===== src/rtl/step_accum_pair.sv =====
// step_accum_pair
//
// Two W-bit accumulators, a and b, that step together under a small FSM
// (IDLE -> RUN -> DONE). Each step adds STEP_LO to one accumulator and
// STEP_HI to the other; sel picks which gets which. A run is started with
// a bound n and takes exactly n steps, with pauses (hold) and early exit
// (abort) available while it runs.
//
// Ports
//   clk       in   1  clock, rising edge
//   rst       in   1  synchronous active-high reset
//   start     in   1  launch request, sampled in IDLE/DONE only
//   bound_in  in   W  iteration bound, captured into n on an accepted start
//   sel       in   1  1: a+=STEP_LO, b+=STEP_HI ; 0: a+=STEP_HI, b+=STEP_LO
//   hold      in   1  freeze everything while in RUN
//   abort     in   1  leave RUN for IDLE, keeping the datapath values
//   a, b      out  W  accumulators
//   n         out  W  captured bound
//   i         out  W  iteration count
//   busy      out  1  in RUN
//   done      out  1  in DONE
//   wrap      out  1  sticky: some accumulator update carried out of W bits
//   inv_ok    out  1  (a+b) == (STEP_LO+STEP_HI)*i, modulo 2^W
module step_accum_pair #(
  parameter int unsigned W       = 11,
  parameter int unsigned STEP_LO = 1,
  parameter int unsigned STEP_HI = 2,
  parameter int unsigned N_RST   = 200
) (
  input  logic         clk,
  input  logic         rst,
  input  logic         start,
  input  logic [W-1:0] bound_in,
  input  logic         sel,
  input  logic         hold,
  input  logic         abort,
  output logic [W-1:0] a,
  output logic [W-1:0] b,
  output logic [W-1:0] n,
  output logic [W-1:0] i,
  output logic         busy,
  output logic         done,
  output logic         wrap,
  output logic         inv_ok
);

  localparam logic [1:0] ST_IDLE = 2'd0;
  localparam logic [1:0] ST_RUN  = 2'd1;
  localparam logic [1:0] ST_DONE = 2'd2;

  localparam logic [W-1:0] INC_LO   = W'(STEP_LO);
  localparam logic [W-1:0] INC_HI   = W'(STEP_HI);
  localparam logic [W-1:0] STEP_SUM = W'(STEP_LO + STEP_HI);
  localparam logic [W-1:0] N_INIT   = W'(N_RST);

  logic [1:0]   state_reg;
  logic [1:0]   state_next;
  logic [W-1:0] a_next;
  logic [W-1:0] b_next;
  logic [W-1:0] n_next;
  logic [W-1:0] i_next;
  logic         wrap_next;

  // Index 0 is accumulator a, index 1 is accumulator b. The sums are one
  // bit wider so the carry out of W bits feeds the sticky wrap flag.
  logic [W-1:0] acc_cur [2];
  logic [W-1:0] acc_inc [2];
  logic [W:0]   acc_sum [2];

  assign acc_cur[0] = a;
  assign acc_cur[1] = b;
  assign acc_inc[0] = sel ? INC_LO : INC_HI;
  assign acc_inc[1] = sel ? INC_HI : INC_LO;

  genvar gi;
  generate
    for (gi = 0; gi < 2; gi++) begin : g_acc
      assign acc_sum[gi] = {1'b0, acc_cur[gi]} + {1'b0, acc_inc[gi]};
    end
  endgenerate

  logic [W-1:0] i_inc;
  assign i_inc = i + W'(1);

  always_comb begin
    state_next = state_reg;
    a_next     = a;
    b_next     = b;
    n_next     = n;
    i_next     = i;
    wrap_next  = wrap;
    case (state_reg)
      ST_IDLE, ST_DONE: begin
        if (start) begin
          // A zero bound has no work to do, so it goes straight to DONE.
          state_next = (bound_in != '0) ? ST_RUN : ST_DONE;
          n_next     = bound_in;
          a_next     = '0;
          b_next     = '0;
          i_next     = '0;
          wrap_next  = 1'b0;
        end
      end
      ST_RUN: begin
        if (abort) begin
          state_next = ST_IDLE;
        end else if (hold) begin
          state_next = ST_RUN;
        end else if (i < n) begin
          a_next    = acc_sum[0][W-1:0];
          b_next    = acc_sum[1][W-1:0];
          i_next    = i_inc;
          wrap_next = wrap | acc_sum[0][W] | acc_sum[1][W];
          // Final step and the move to DONE share one edge.
          if (i_inc == n) begin
            state_next = ST_DONE;
          end
        end else begin
          // Not reachable in normal operation; recover without stepping.
          state_next = ST_DONE;
        end
      end
      default: begin
        state_next = ST_IDLE;
      end
    endcase
  end

  always_ff @(posedge clk) begin
    if (rst) begin
      state_reg <= ST_IDLE;
      a         <= '0;
      b         <= '0;
      n         <= N_INIT;
      i         <= '0;
      wrap      <= 1'b0;
    end else begin
      state_reg <= state_next;
      a         <= a_next;
      b         <= b_next;
      n         <= n_next;
      i         <= i_next;
      wrap      <= wrap_next;
    end
  end

  assign busy = (state_reg == ST_RUN);
  assign done = (state_reg == ST_DONE);

  // Every step adds STEP_LO+STEP_HI to a+b regardless of sel, so the sum
  // of the accumulators always tracks that constant times i.
  logic [W-1:0] ab_sum;
  logic [W-1:0] inv_rhs;
  assign ab_sum  = a + b;
  assign inv_rhs = STEP_SUM * i;
  assign inv_ok  = (ab_sum == inv_rhs);

endmodule


===== config.mk =====
export PLATFORM = sky130hd
export DESIGN_NAME = step_accum_pair
export DESIGN_NICKNAME = d
export VERILOG_FILES = /design/src/rtl/step_accum_pair.sv
export SDC_FILE = /design/constraint.sdc
export NUM_CORES = 1
export LEC_CHECK = 0
export ABC_AREA = 1
export ABC_CLOCK_PERIOD_IN_PS = 2900
export CELL_PAD_IN_SITES_DETAIL_PLACEMENT = 1
export CELL_PAD_IN_SITES_GLOBAL_PLACEMENT = 1
export CORE_ASPECT_RATIO = 0.6
export CORE_UTILIZATION = 38
export CTS_CLUSTER_DIAMETER = 100
export DETAILED_ROUTE_END_ITERATION = 12
export PLACE_DENSITY_LB_ADDON = 0.1
export SKIP_LAST_GASP = 1
export SLEW_MARGIN = 20
export SYNTH_ARGS = -nofsm -noshare
export SYNTH_HDL_FRONTEND = slang
export SYNTH_SLANG_ARGS = --single-unit

===== constraint.sdc =====
create_clock -name clk -period 2.9 [get_ports clk]
set_input_delay 0.435 -clock clk [delete_from_list [all_inputs] [get_ports clk]]
set_output_delay 0.435 -clock clk [all_outputs]
set_load 0.03 [all_outputs]

==> results.md, run 1 <==
* Final nets at 758
* Comb power frac at 0.332
* Design area at just over 0.005 sq mm
* Syn_nets at 665
* Initial Util at 0.391
* Setup repair after global routing missed its margin: true
* Die height at 80.1 um
* Critical-path cell list: ha_4 > inv_2 > fa_2 > xor2_1 > nand2_1 > nor2_1 > nand3_1 > nor2_1 > nand3_1 > nor2_1 > nand3_1 > nor2_2 > buf_6
* H-Tree Depth at 2
* Largest net degree at the start of global routing at 27
* Vias per std cell at about 5.4
* Fin crit period at between 2 and 3 ns
* Lkg Pwr at 2.24 nW
* Max clock buf depth at 2
* Hold Crit Class: reg -> reg
* Total gr overflow at 0
* Area grow syn2layout at 31.0%
* Cell Pwr Density at about 390 mW/mm^2
* ANT cells at 0
* First-pass GRT wire length at 24300 um
* Switching fraction of total power at 0.367
* Worst r2r src: a[0]
* Critical Path RT at 2.47 ns
* GPL Wtd Cong at 0.867
* Post-Route Setup TNS at 0 ns
* Skew-Pair Late Insertion Delay at roughly 0.29 ns
* CTS tree: yes
* Die area at 0.0106 sq mm
* Initial antenna violation count at 0
* Setup violations, final at 0
* Router iterations before antenna repair at 4
* Vias in the first global route at 4567
* Final core occ at 0.512
* R2r setup slk at 0.47 ns
* Initial DRC Count at 287
* Hold_sp: wrap
* Placed wire-length estimate at 12400 um
* Final hold violations at 0
* Clk_skew at approximately 0.005 ns
* Die Wd at about 130 um
* Share of cells above drive strength 1 at 0.105
* Syn avg cell area at 6.34 sq um
* NetSw at between 700 and 800 uW
* Slowest stage delay, CP at approximately 0.52 ns
* Flop pwr share at 0.367
* Part of the cycle the worst path needs at 0.984
* Primary FF master, synth: dfxtp_1
* Synth unique cells at 37
* # placed instances at 826
* CP max stage cell: fa_2
* Pint at 1.24 mW
* VDD IR max at around 0.33 mV
* Core Area at 0.00988 sq mm
* Worst Setup SP: b[0]
* Max-slew headroom at 0.553
* CTS clk-pin slew, worst paths at approximately 0.07 ns
* Count of state elements after synthesis at 47
* Asr flop ratio synth at 0
* CP Launch Type: flip-flop
* Pins Over Slew Limit at 0
* DRT Wirelength at 15400 um
* Vias at 4525
* Final cell count without fillers at 839
* WP data arrival at 2.42 ns
* Crit. End Element: primary output
* Clk sinks at 47
* Clk pwr share at 0.301
* Critical path peak fanout at 3
* Syn Inst Count at just over 600
* Number of synthesized flops with an enable pin at 0
* Port Buffer Count at 64
* Max frequency at 350 MHz
* CTS Buf Count at 5
* Crit path kind: reg -> out
* Register area share after synthesis at 0.243
* DP Area at 0.00482 sq mm
* Remaining antenna violation count at 0
* Number of remaining DRC errors at 0
* Root Driver: clkbuf_16
* Least-Margin Pin Slew at 0.664 ns
* Rows at 28
* Routed len/inst at between 15 and 20 um
* Maxcap violations at 0
* Status: finished clean
* GRT Total Usage at 0.298
* Filler instances at 1341
* Ports at 65
* Synthesized area at just under 0.004 sq mm
* YS warnings at 0
[final timing paths]
path / to / cells past startpoint
hold / removal: wrap / 2
setup reg to reg: a[10] / 14
setup / recovery: inv_ok / 13
hold reg to reg: wrap / 2
[cells in the mapped netlist (6+ instances only)]
master	number	share of area
dfxtp_1	47	0.24
o21ai_1	7	0.0091
nand2_1	148	0.14
o21ai_0	43	0.056
xor2_1	8	0.018
nand4_1	8	0.013
a21oi_1	48	0.062
nand3_1	55	0.071
inv_1	80	0.078
nor3_1	6	0.0078
xnor2_1	6	0.014
nor2_1	66	0.064
ha_1	34	0.11
[power by group through the flow]
stage	logic [mW]	clock network (mW)	registers (mW)
after floorplan	0.327	0	0.782
after global placement	0.598	0	0.730
after detailed placement	0.620	0	0.733
after CTS	0.626	0.595	0.719
after global routing	0.707	0.624	0.724
final	0.652	0.591	0.721
[through the flow]
step | total power, mW | setup WS [ns] | hold WS (ns)
CTS | 1.94 | 0.0129 | 0.505
floorplan | 1.11 | 0.101 | 0.504
detailed placement | 1.35 | 0.0614 | 0.492
global route | 2.05 | -0.100 | 0.535
global placement | 1.33 | 0.156 | 0.442
finish | 1.96 | 0.0468 | 0.492
[worst max-delay path: cells and delay by family, from the launching register on]
family,cells,cell delay (ns)
fa+ha+maj,2,0.65
xor+xnor,1,0.15
flops,1,0.36
buf+inv,2,0.18
simple gates,8,0.79
[placed cells by master (no fill, tap or decap), types with 32 or more instances in the layout]
| cell type | n |
|---|---|
| nand2_1 | 147 |
| buf_4 | 32 |
| dfxtp_1 | 41 |
| ha_1 | 32 |
| nor2_1 | 65 |
| nand3_1 | 55 |
| o21ai_0 | 42 |
| clkdlybuf4s50_1 | 63 |
| inv_1 | 75 |
| a21oi_1 | 44 |
[area by class of cell]
type / instances / area (sq um) / area share
clock inverters: 2 / 12.5 / 0.00247
multi-input cells: 468 / 2590 / 0.511
flip-flops and latches: 47 / 956 / 0.189
well taps: 135 / 169 / 0.0334
clock buffers: 6 / 129 / 0.0255
repair buffers: 96 / 882 / 0.174
inverters: 85 / 327 / 0.0645
[metal layers]
layer,up-vias,share of wire,GRT usage
met3,8,0.061,0.0530
met1,2209,0.52,0.450
li1,2187,-,-
met4,0,0.0031,0.0299
met5,-,0,0
met2,121,0.41,0.450
[timing repair]
| item | CTS | global route |
|---|---|---|
| pin swaps | 0 | 8 |
| endpoints found under the setup margin | 1 | 1 |
| hold buffers | 0 | 0 |
| setup buffers | 0 | 5 |
| gates resized for setup | 9 | 18 |
[cell families after synthesis]
| kind of cell | Yosys count | synth area share |
|---|---|---|
| AOI/OAI and AO/OA | 115 | 0.158 |
| xor gates and xnor gates | 14 | 0.0317 |
| adders and majority gates | 38 | 0.131 |
| buffers and inverters | 95 | 0.100 |
| DFF | 47 | 0.243 |
| and+or+nand+nor | 301 | 0.336 |
No activity file was read; power rests on OpenSTA's default activity.
==> run 2: changes to the inputs <==
--- a/config.mk
+++ b/config.mk
@@ -7,10 +7,10 @@
 export LEC_CHECK = 0
 export ABC_AREA = 1
 export ABC_CLOCK_PERIOD_IN_PS = 2900
-export CELL_PAD_IN_SITES_DETAIL_PLACEMENT = 1
-export CELL_PAD_IN_SITES_GLOBAL_PLACEMENT = 1
+export CELL_PAD_IN_SITES_DETAIL_PLACEMENT = 0
+export CELL_PAD_IN_SITES_GLOBAL_PLACEMENT = 2
 export CORE_ASPECT_RATIO = 0.6
-export CORE_UTILIZATION = 38
+export CORE_UTILIZATION = 29
 export CTS_CLUSTER_DIAMETER = 100
 export DETAILED_ROUTE_END_ITERATION = 12
 export PLACE_DENSITY_LB_ADDON = 0.1
==> results.md, run 2 (synthesized netlist as in run 1, its figures left out) <==
* Status: finished clean
* Final nets at 760 (+0.26%)
* Initial Util at 0.299 (-0.0924)
* Final cell count without fillers at 877 (+4.5%)
* CTS Buf Count at 5 (unchanged)
* Register area at 953 sq um (-0.26%)
* Pins Over Slew Limit at 0 (unchanged)
* Switching fraction of total power at 0.357 (-0.00981)
* Lkg Pwr at 2.26 nW (+0.80%)
* Clk sinks at 47 (unchanged)
* Initial DRC Count at 243 (-15%)
* Pint at 1.26 mW (+1.4%)
* # placed instances at 866 (+4.8%)
* Fin crit period at 2.89 ns (+0.0393 ns)
* Area grow syn2layout at 32.1%
* Cell Pwr Density at 384 mW/mm^2 (-0.95%)
* Vias in the first global route at 3808 (-17%)
* Setup violations, final at 0 (unchanged)
* Part of the cycle the worst path needs at 0.997 (+0.0135)
* Crit path kind: reg -> out
* Ports at 65 (unchanged)
* Most common cell after layout, fill and taps aside: nand2_1
* Post-Route Setup TNS at 0 ns (unchanged)
* Vias at 4214 (-6.9%)
* Hold-fix buffers, CTS at 0 (unchanged)
* Share of cells above drive strength 1 at 0.0963 (-0.00880)
* Multi-input logic area at 0.00256 sq mm (-1.1%)
* Largest net degree at the start of global routing at 27 (unchanged)
* Most frequent cells in the layout: nand2_1, inv_1, nor2_1
* Routed len/inst at 16.1 um (-12%)
* Comb power frac at 0.319 (-0.013)
* Hold Crit Class: reg -> reg
* Remaining antenna violation count at 0 (unchanged)
* Core Area at 0.0129 sq mm (+31%)
* Max-slew headroom at 0.630 (+0.0774)
* Root Driver: clkbuf_16
* Number of remaining DRC errors at 0 (unchanged)
* Die Wd at 151 um (+14%)
* Setup repair after global routing missed its margin: true
* Die height at 91.4 um (+14%)
* Placed wire-length estimate at 11600 um (-6.9%)
* GPL Wtd Cong at 0.857 (-1.1%)
* Vias per std cell at 4.81 (-11%)
* Least-Margin Pin Slew at 0.553 ns (-0.111 ns)
* CP Launch Type: flip-flop
* Max frequency at 346 MHz (-1.4%)
* NetSw at 701 uW (-2.8%)
* Total gr overflow at 0 (unchanged)
* Max clock buf depth at 2 (unchanged)
* Flop pwr share at 0.366 (about the same)
* Clk_skew at 0.0101 ns (+0.00495 ns)
* Die area at 0.0138 sq mm (+30%)
* Critical Path RT at 2.47 ns (about the same)
* Router iterations before antenna repair at 5 (+1)
* Port Buffer Count at 64 (unchanged)
* Skew-Pair Late Insertion Delay at 0.30 ns (about the same)
* Final hold violations at 0 (unchanged)
* H-Tree Depth at 2 (unchanged)
* Clk pwr share at 0.315 (+0.014)
* Filler instances at 1393 (+3.9%)
* GRT Total Usage at 0.214 (-0.0840)
* Initial antenna violation count at 1 (+1)
* Maxcap violations at 0 (unchanged)
* DRT Wirelength at 14100 um (-7.9%)
* Rows at 32 (+14%)
* Critical path peak fanout at 4 (+1)
* First-pass GRT wire length at 22100 um (-8.9%)
* CTS clk-pin slew, worst paths at 0.07 ns (about the same)
* CTS tree: yes
* Crit. End Element: primary output
* VDD IR max at 0.216 mV (-34%)
* WP data arrival at 2.46 ns (+0.04 ns)
==> run 2: power by group through the flow <==
| stage | registers, mW | logic (mW) | clock network [mW] |
|---|---|---|---|
| after floorplan | 0.782 | 0.327 | 0 |
| after global placement | 0.731 | 0.615 | 0 |
| after detailed placement | 0.729 | 0.614 | 0 |
| after CTS | 0.716 | 0.622 | 0.634 |
| after global routing | 0.722 | 0.689 | 0.661 |
| final | 0.717 | 0.626 | 0.617 |
==> run 2: cell type report <==
type,instances,area share
tap,170,0.0417
inverter,85,0.0645
antenna,1,0.000490
sequential,47,0.187
clock buffer,7,0.0279
clock inverter,1,0.00172
timing repair buffer,98,0.176
multi-input combinational,468,0.501
==> run 2: worst paths after layout <==
kind / startpoint / to / slack (ns) / depth (start not counted)
max: b[0] / inv_ok / 0.008 / 13
min: wrap / wrap / 0.45 / 2
max reg2reg: n[2] / b[0] / 0.53 / 11
min reg2reg: wrap / wrap / 0.45 / 2
==> run 2: stage by stage <==
stage	hold WS (ns)	total power [mW]	worst slack, ns	util	cell area [sq um]
finish	0.455	1.96	0.00753	0.395	5100
detailed placement	0.449	1.34	0.0805	0.379	4900
CTS	0.462	1.97	0.0103	0.391	5060
floorplan	0.504	1.11	0.101	-	3870
global route	0.501	2.07	-0.141	0.395	5100
global placement	0.440	1.35	0.135	0.379	4900
==> run 2: repair_timing <==
action,in CTS,in global routing
pin swaps,0,10
resized for setup,10,9
endpoints found under the setup margin,1,1
setup buffers,0,2
==> run 2: metal layers <==
metal  global-route usage  vias to the layer above  share of wire
li1                     -                     2200              -
met1                0.372                     1899           0.60
met2                0.250                      110           0.34
met3               0.0477                        5          0.063
met4               0.0267                        0         0.0039
met5                    0                        -              0
==> run 2: worst max-delay path, stage by stage, from the launching register on <==
cell,delay (ns)
dfxtp_4,0.38
ha_4,0.14
inv_4,0.03
fa_1,0.51
xor2_1,0.16
nand2_1,0.07
nor2_1,0.09
nand3_1,0.07
nor2_1,0.13
nand3_1,0.08
nor2_1,0.12
nand3_1,0.11
nor2_2,0.13
buf_6,0.14
